<file path="config.mk">
export PLATFORM = sky130hd
export DESIGN_NAME = tune_arbiter
export DESIGN_NICKNAME = d
export VERILOG_FILES = /design/src/rtl/tune_arbiter.sv
export SDC_FILE = /design/constraint.sdc
export NUM_CORES = 1
export LEC_CHECK = 0
export ABC_AREA = 1
export CAP_MARGIN = 20
export CELL_PAD_IN_SITES_DETAIL_PLACEMENT = 2
export CELL_PAD_IN_SITES_GLOBAL_PLACEMENT = 2
export CORE_MARGIN = 2
export CORE_UTILIZATION = 31
export CTS_CLUSTER_DIAMETER = 150
export DETAILED_ROUTE_END_ITERATION = 16
export PLACE_DENSITY_LB_ADDON = 0.1
export SYNTH_ARGS = -nofsm -noshare
export SYNTH_HDL_FRONTEND = slang
export SYNTH_SLANG_ARGS = --single-unit
</file>
<file path="constraint.sdc">
create_clock -name clk -period 2.85 [get_ports clk]
set_input_delay 0.57 -clock clk [delete_from_list [all_inputs] [get_ports clk]]
set_output_delay 0.57 -clock clk [all_outputs]
set_load 0.005 [all_outputs]
</file>
<file path="src/rtl/tune_arbiter.sv">
// Piezo tune arbiter: latches click/error/fanfare requests, plays one tune at a time
// by fixed priority from an internal note table, and drives the complementary piezo pins.
module tune_arbiter #(
   parameter int CLK_FREQ = 50_000_000,
   parameter int TICK_W   = 20
) (
   input  logic        clk,
   input  logic        rst_n,
   input  logic [2:0]  req,
   input  logic        abort,
   output logic        piezo,
   output logic        piezo_n,
   output logic        busy,
   output logic [2:0]  grant,
   output logic [2:0]  done,
   output logic [14:0] note_per
);

   localparam logic [14:0] PER_D7 = 15'(CLK_FREQ / 2349);
   localparam logic [14:0] PER_E7 = 15'(CLK_FREQ / 2637);
   localparam logic [14:0] PER_F7 = 15'(CLK_FREQ / 2794);
   localparam logic [14:0] PER_A6 = 15'(CLK_FREQ / 1760);

   typedef enum logic [1:0] {S_IDLE, S_PLAY, S_GAP} state_t;

   state_t            state_q;
   logic [2:0]        pend_q, pend_d;
   logic [2:0]        grant_q, done_q, idx_q;
   logic [TICK_W-1:0] tick_q;
   logic [3:0]        dur_q;
   logic [14:0]       f_q;

   logic [14:0] cur_per;
   logic [3:0]  cur_dur;
   logic        last_note;
   logic [2:0]  sel;
   logic        tick;

   // Note table lookup: period and length in ticks of the current note of the granted tune.
   always_comb begin
      cur_per   = '0;
      cur_dur   = 4'd1;
      last_note = 1'b1;
      case (grant_q)
         3'b001: begin
            cur_per = PER_D7;
            cur_dur = 4'd2;
         end
         3'b010: begin
            last_note = (idx_q == 3'd2);
            case (idx_q)
               3'd1:    begin cur_per = '0;     cur_dur = 4'd2; end
               default: begin cur_per = PER_A6; cur_dur = 4'd4; end
            endcase
         end
         3'b100: begin
            last_note = (idx_q == 3'd7);
            case (idx_q)
               3'd0:    begin cur_per = PER_D7; cur_dur = 4'd8;  end
               3'd1:    begin cur_per = PER_E7; cur_dur = 4'd8;  end
               3'd2:    begin cur_per = PER_F7; cur_dur = 4'd8;  end
               3'd3:    begin cur_per = PER_E7; cur_dur = 4'd12; end
               3'd4:    begin cur_per = PER_F7; cur_dur = 4'd4;  end
               3'd5:    begin cur_per = PER_D7; cur_dur = 4'd12; end
               3'd6:    begin cur_per = PER_A6; cur_dur = 4'd4;  end
               default: begin cur_per = PER_D7; cur_dur = 4'd8;  end
            endcase
         end
         default: ;
      endcase
   end

   always_comb begin
      sel = 3'b000;
      if (pend_q[2])      sel = 3'b100;
      else if (pend_q[1]) sel = 3'b010;
      else if (pend_q[0]) sel = 3'b001;
   end

   // A new request wins over the clear of its own grant, so it replays.
   always_comb begin
      pend_d = pend_q | req;
      if (abort)                 pend_d = 3'b000;
      else if (state_q == S_IDLE) pend_d = (pend_q & ~sel) | req;
   end

   assign tick     = &tick_q;
   assign note_per = (state_q == S_PLAY) ? cur_per : '0;
   assign busy     = (state_q != S_IDLE);
   assign grant    = grant_q;
   assign done     = done_q;
   assign piezo    = (state_q == S_PLAY) && (note_per != '0) && (f_q >= (note_per >> 1));
   assign piezo_n  = (state_q == S_PLAY) && (note_per != '0) && !piezo;

   always_ff @(posedge clk or negedge rst_n) begin
      if (!rst_n) begin
         state_q <= S_IDLE;
         pend_q  <= '0;
         grant_q <= '0;
         done_q  <= '0;
         idx_q   <= '0;
         tick_q  <= '0;
         dur_q   <= '0;
         f_q     <= '0;
      end else begin
         done_q <= '0;
         pend_q <= pend_d;
         if (abort) begin
            state_q <= S_IDLE;
            grant_q <= '0;
            idx_q   <= '0;
            tick_q  <= '0;
            dur_q   <= '0;
            f_q     <= '0;
         end else begin
            case (state_q)
               S_IDLE: begin
                  if (|pend_q) begin
                     state_q <= S_PLAY;
                     grant_q <= sel;
                     idx_q   <= '0;
                     tick_q  <= '0;
                     dur_q   <= '0;
                     f_q     <= '0;
                  end
               end
               S_PLAY: begin
                  tick_q <= tick_q + 1'b1;
                  if (note_per == '0 || f_q == note_per - 15'd1) f_q <= '0;
                  else                                          f_q <= f_q + 15'd1;
                  if (tick) begin
                     if (dur_q == cur_dur - 4'd1) begin
                        dur_q <= '0;
                        f_q   <= '0;
                        if (last_note) begin
                           done_q  <= grant_q;
                           grant_q <= '0;
                           idx_q   <= '0;
                           state_q <= S_GAP;
                        end else begin
                           idx_q <= idx_q + 3'd1;
                        end
                     end else begin
                        dur_q <= dur_q + 4'd1;
                     end
                  end
               end
               S_GAP: begin
                  tick_q <= tick_q + 1'b1;
                  if (tick) state_q <= S_IDLE;
               end
               default: state_q <= S_IDLE;
            endcase
         end
      end
   end

endmodule

</file>
==> metrics.yaml <==
nets: 700
clk_path_buf_depth: 2
worst_path_most_repeated_cell: "nand2_2"
die_area_mm2: 0.0142
avgSynthCellArea_um2: 7.42
coreArea_mm2: 0.0131
postLayoutCellArea_mm2: 0.00563
peakVddDrop_mv: 0.341
grtUsageMet3_pct: 2.01
antenna_cells: 0
grt_pass1_wl_mm: 24.3
yosys_warnings: 0
use_met2_pct: 39.9
clk_latency_ns: 0.30
chipHeight_um: 119
powerDensity_mw_per_mm2: 751
grt_max_degree: 54
finalHoldViolations: 0
setup_tns_ns: -4.81
grtUsageMet1_pct: 26.0
finalClockSkew_ns: 0.00942
root_buffer: "clkbuf_16"
htreeDepth: 2
final.period_utilization_pct: 131
dp.cells: 810
status: "finished with violations"
totalWireLength_mm: 15.6
arrival_ns: 3.16
tightest_slew_ns: 0.742
cts_hold_buf: 0
groute.usage.overall_pct: 21.6
synth_edf_count: 0
pin_count: 30
path_buf_inv: 4
top_usage_layer: "met2"
cap_violations: 0
via_per_inst: 4.95
ant_nets: 0
syn-cell-area_mm2: 0.00411
rows: 42
clock-sinks: 53
cts_buffers: 5
detail_route.wl_per_cell_um: 18.6
area_growth_pct: 36.9
critPathMaxFanout: 5
max_slew_margin_pct: 50.5
drc: 0
total_power_uw: 4220
cp-start-kind: "flip-flop"
fin_crit_ns: 3.73
grt-ovfl-total: 0
fillers: 1519
via_count: 4161
cts_tree: "done"
max_stage_delay_ns: 0.46
worstSetupEndpointType: "output pin"
path_class: "flip-flop to output pin"
die_x_um: 119
grt_pass1_vias: 4654
synthCells: 554
max_freq_ghz: 0.268
yosysUniqueCellTypes: 47
first_iter_violations: 107
hpwl_mm: 11.3
slew_viol_final: 0
fin_util_pct: 43.0
crit_slowest_cell: "dfrtp_2"
required_ns: 2.28
setup_ws_ns: -0.883
violations: "negative setup slack"
rsz0062_at_grt: "true"
hold_path_class: "input port to asynchronous set/reset pin"
seq_area_frac_synth_pct: 32.3
placed_cell_area_mm2: 0.00504
place_congestion: 0.856
initial_core_util_pct: 31.4
final_cells: 840
async_reset_ff_share_pct: 100
leakage_uw: 0.00277
setup_viol: 26
port-buffer-count: 29
drtPass1Iterations: 4
final_common_cell: "nand2_1"
critPathTopFamily: "simple AND/OR/NAND/NOR gates"
cts.clk_slew.worst_paths_ns: 0.07
synth_nets: 590
crit_chain: "buf_6, ha_4, nand2_4, buf_4, nand3_4, nand2_4, nand2_2, ha_4, nand2_2, o21ai_2, nand3_2, nand2_2, a21oi_2, o21bai_1, a21oi_1, o21ai_1, nand3_1, inv_1, buf_2"
layout_common_cells: "96 x nand2_1, 78 x buf_4, 74 x inv_1"
ys_seq_elements: 53
antenna_found_initial: 0
ys.flop_type: "dfrtp_1"
drive_gt1_share_pct: 30.6
## Yosys cell counts (2+ instances only)
library cell / number / area [um2]
dfrtp_1: 53 / 1330
o22ai_1: 2 / 12.5
nor3_2: 2 / 20.0
o32ai_1: 2 / 17.5
nor3_1: 13 / 65.1
inv_2: 9 / 33.8
xor2_1: 16 / 140
inv_1: 81 / 304
nand2_2: 11 / 68.8
o21ai_0: 24 / 120
a21oi_1: 29 / 145
nand2_4: 5 / 56.3
nor4_1: 2 / 12.5
nand4_1: 11 / 68.8
o21ai_2: 9 / 78.8
nand3_1: 38 / 190
inv_4: 2 / 12.5
nor2_2: 4 / 25.0
o21ai_1: 4 / 20.0
nand3_2: 5 / 50.1
nand2_1: 107 / 402
a31oi_1: 4 / 25.0
ha_1: 30 / 375
clkbuf_1: 3 / 11.3
nand3_4: 3 / 52.6
buf_4: 7 / 52.6
o21bai_1: 2 / 15.0
nor2_1: 57 / 214
## state kept, by name (all words and copies together), names as in the netlist
signal / cells
tick_q: 20
f_q: 15
dur_q: 4
done: 3
grant: 3
idx_q: 3
pend_q: 3
state_q: 2
## final timing paths
kind | end | cells past startpoint | slack, ns | start
setup / recovery | piezo | 19 | -0.88 | idx_q[0]
hold / removal | pend_q[1] | 2 | 0.42 | rst_n
setup reg to reg | f_q[14] | 23 | -0.15 | idx_q[0]
hold reg to reg | tick_q[0] | 1 | 0.52 | tick_q[0]
max in group asynchronous | idx_q[1] | 2 | 1.92 | rst_n
min in group clk | tick_q[0] | 1 | 0.52 | tick_q[0]
## cell type report
class	count	area [um2]	share of cell area, %
repair buffers	115	981	17.4
flip-flops and latches	53	1330	23.6
inverters	92	360	6.40
multi-input cells	397	2590	46.1
clock buffers	7	143	2.54
well taps	176	220	3.91
## stage by stage
step	hold WS [ns]	setup slack [ns]
after global placement	0.495	-0.617
final	0.420	-0.883
after detailed placement	0.513	-0.790
after floorplan	0.274	0.00450
after global routing	0.487	-1.04
after CTS	0.449	-0.637
## layer usage
metal | wire [um] | share of wire [%] | vias to the layer above
met2 | 8300 | 53 | 45
li1 | - | - | 2014
met1 | 6710 | 43 | 2079
met3 | 223 | 1.4 | 23
met5 | 0 | 0 | -
met4 | 408 | 2.6 | 0
## what timing repair did
item,CTS,global route
gates resized for setup,60,29
buffers inserted,14,11
endpoints found under the setup margin,31,37
cloned,0,0
pin swaps,30,28
## power breakdown
part,switching (uW),internal [uW]
combinational,1560,1140
clock,285,347
sequential,67.2,820
total,1920,2310
## logic make-up after synthesis
kind of cell             synth area share, %
AO/OA/AOI/OAI                           12.2
adder cells (fa/ha/maj)                 9.13
AND/OR/NAND/NOR                         31.2
flip-flops                              32.3
buffers and inverters                   10.7
XOR/XNOR                                4.56
## worst register-to-register path, stage by stage, from the launching register on
cell and delay [ns]:
dfrtp_2 0.46, buf_6 0.14, ha_4 0.16, nand2_4 0.10, inv_1 0.07, nor2_2 0.09
nor2_2 0.06, buf_4 0.13, nand3_2 0.08, nand2_4 0.07, buf_6 0.12, buf_8 0.12
ha_4 0.18, nand2_8 0.08, nand2_4 0.05, nand2_1 0.05, nand2_1 0.06, nor2_2 0.14
nand3_1 0.11, nor2_2 0.16, nand3_2 0.13, nand3_4 0.14, buf_12 0.13, o21ai_1 0.06
(Power assumes the default switching activity.)
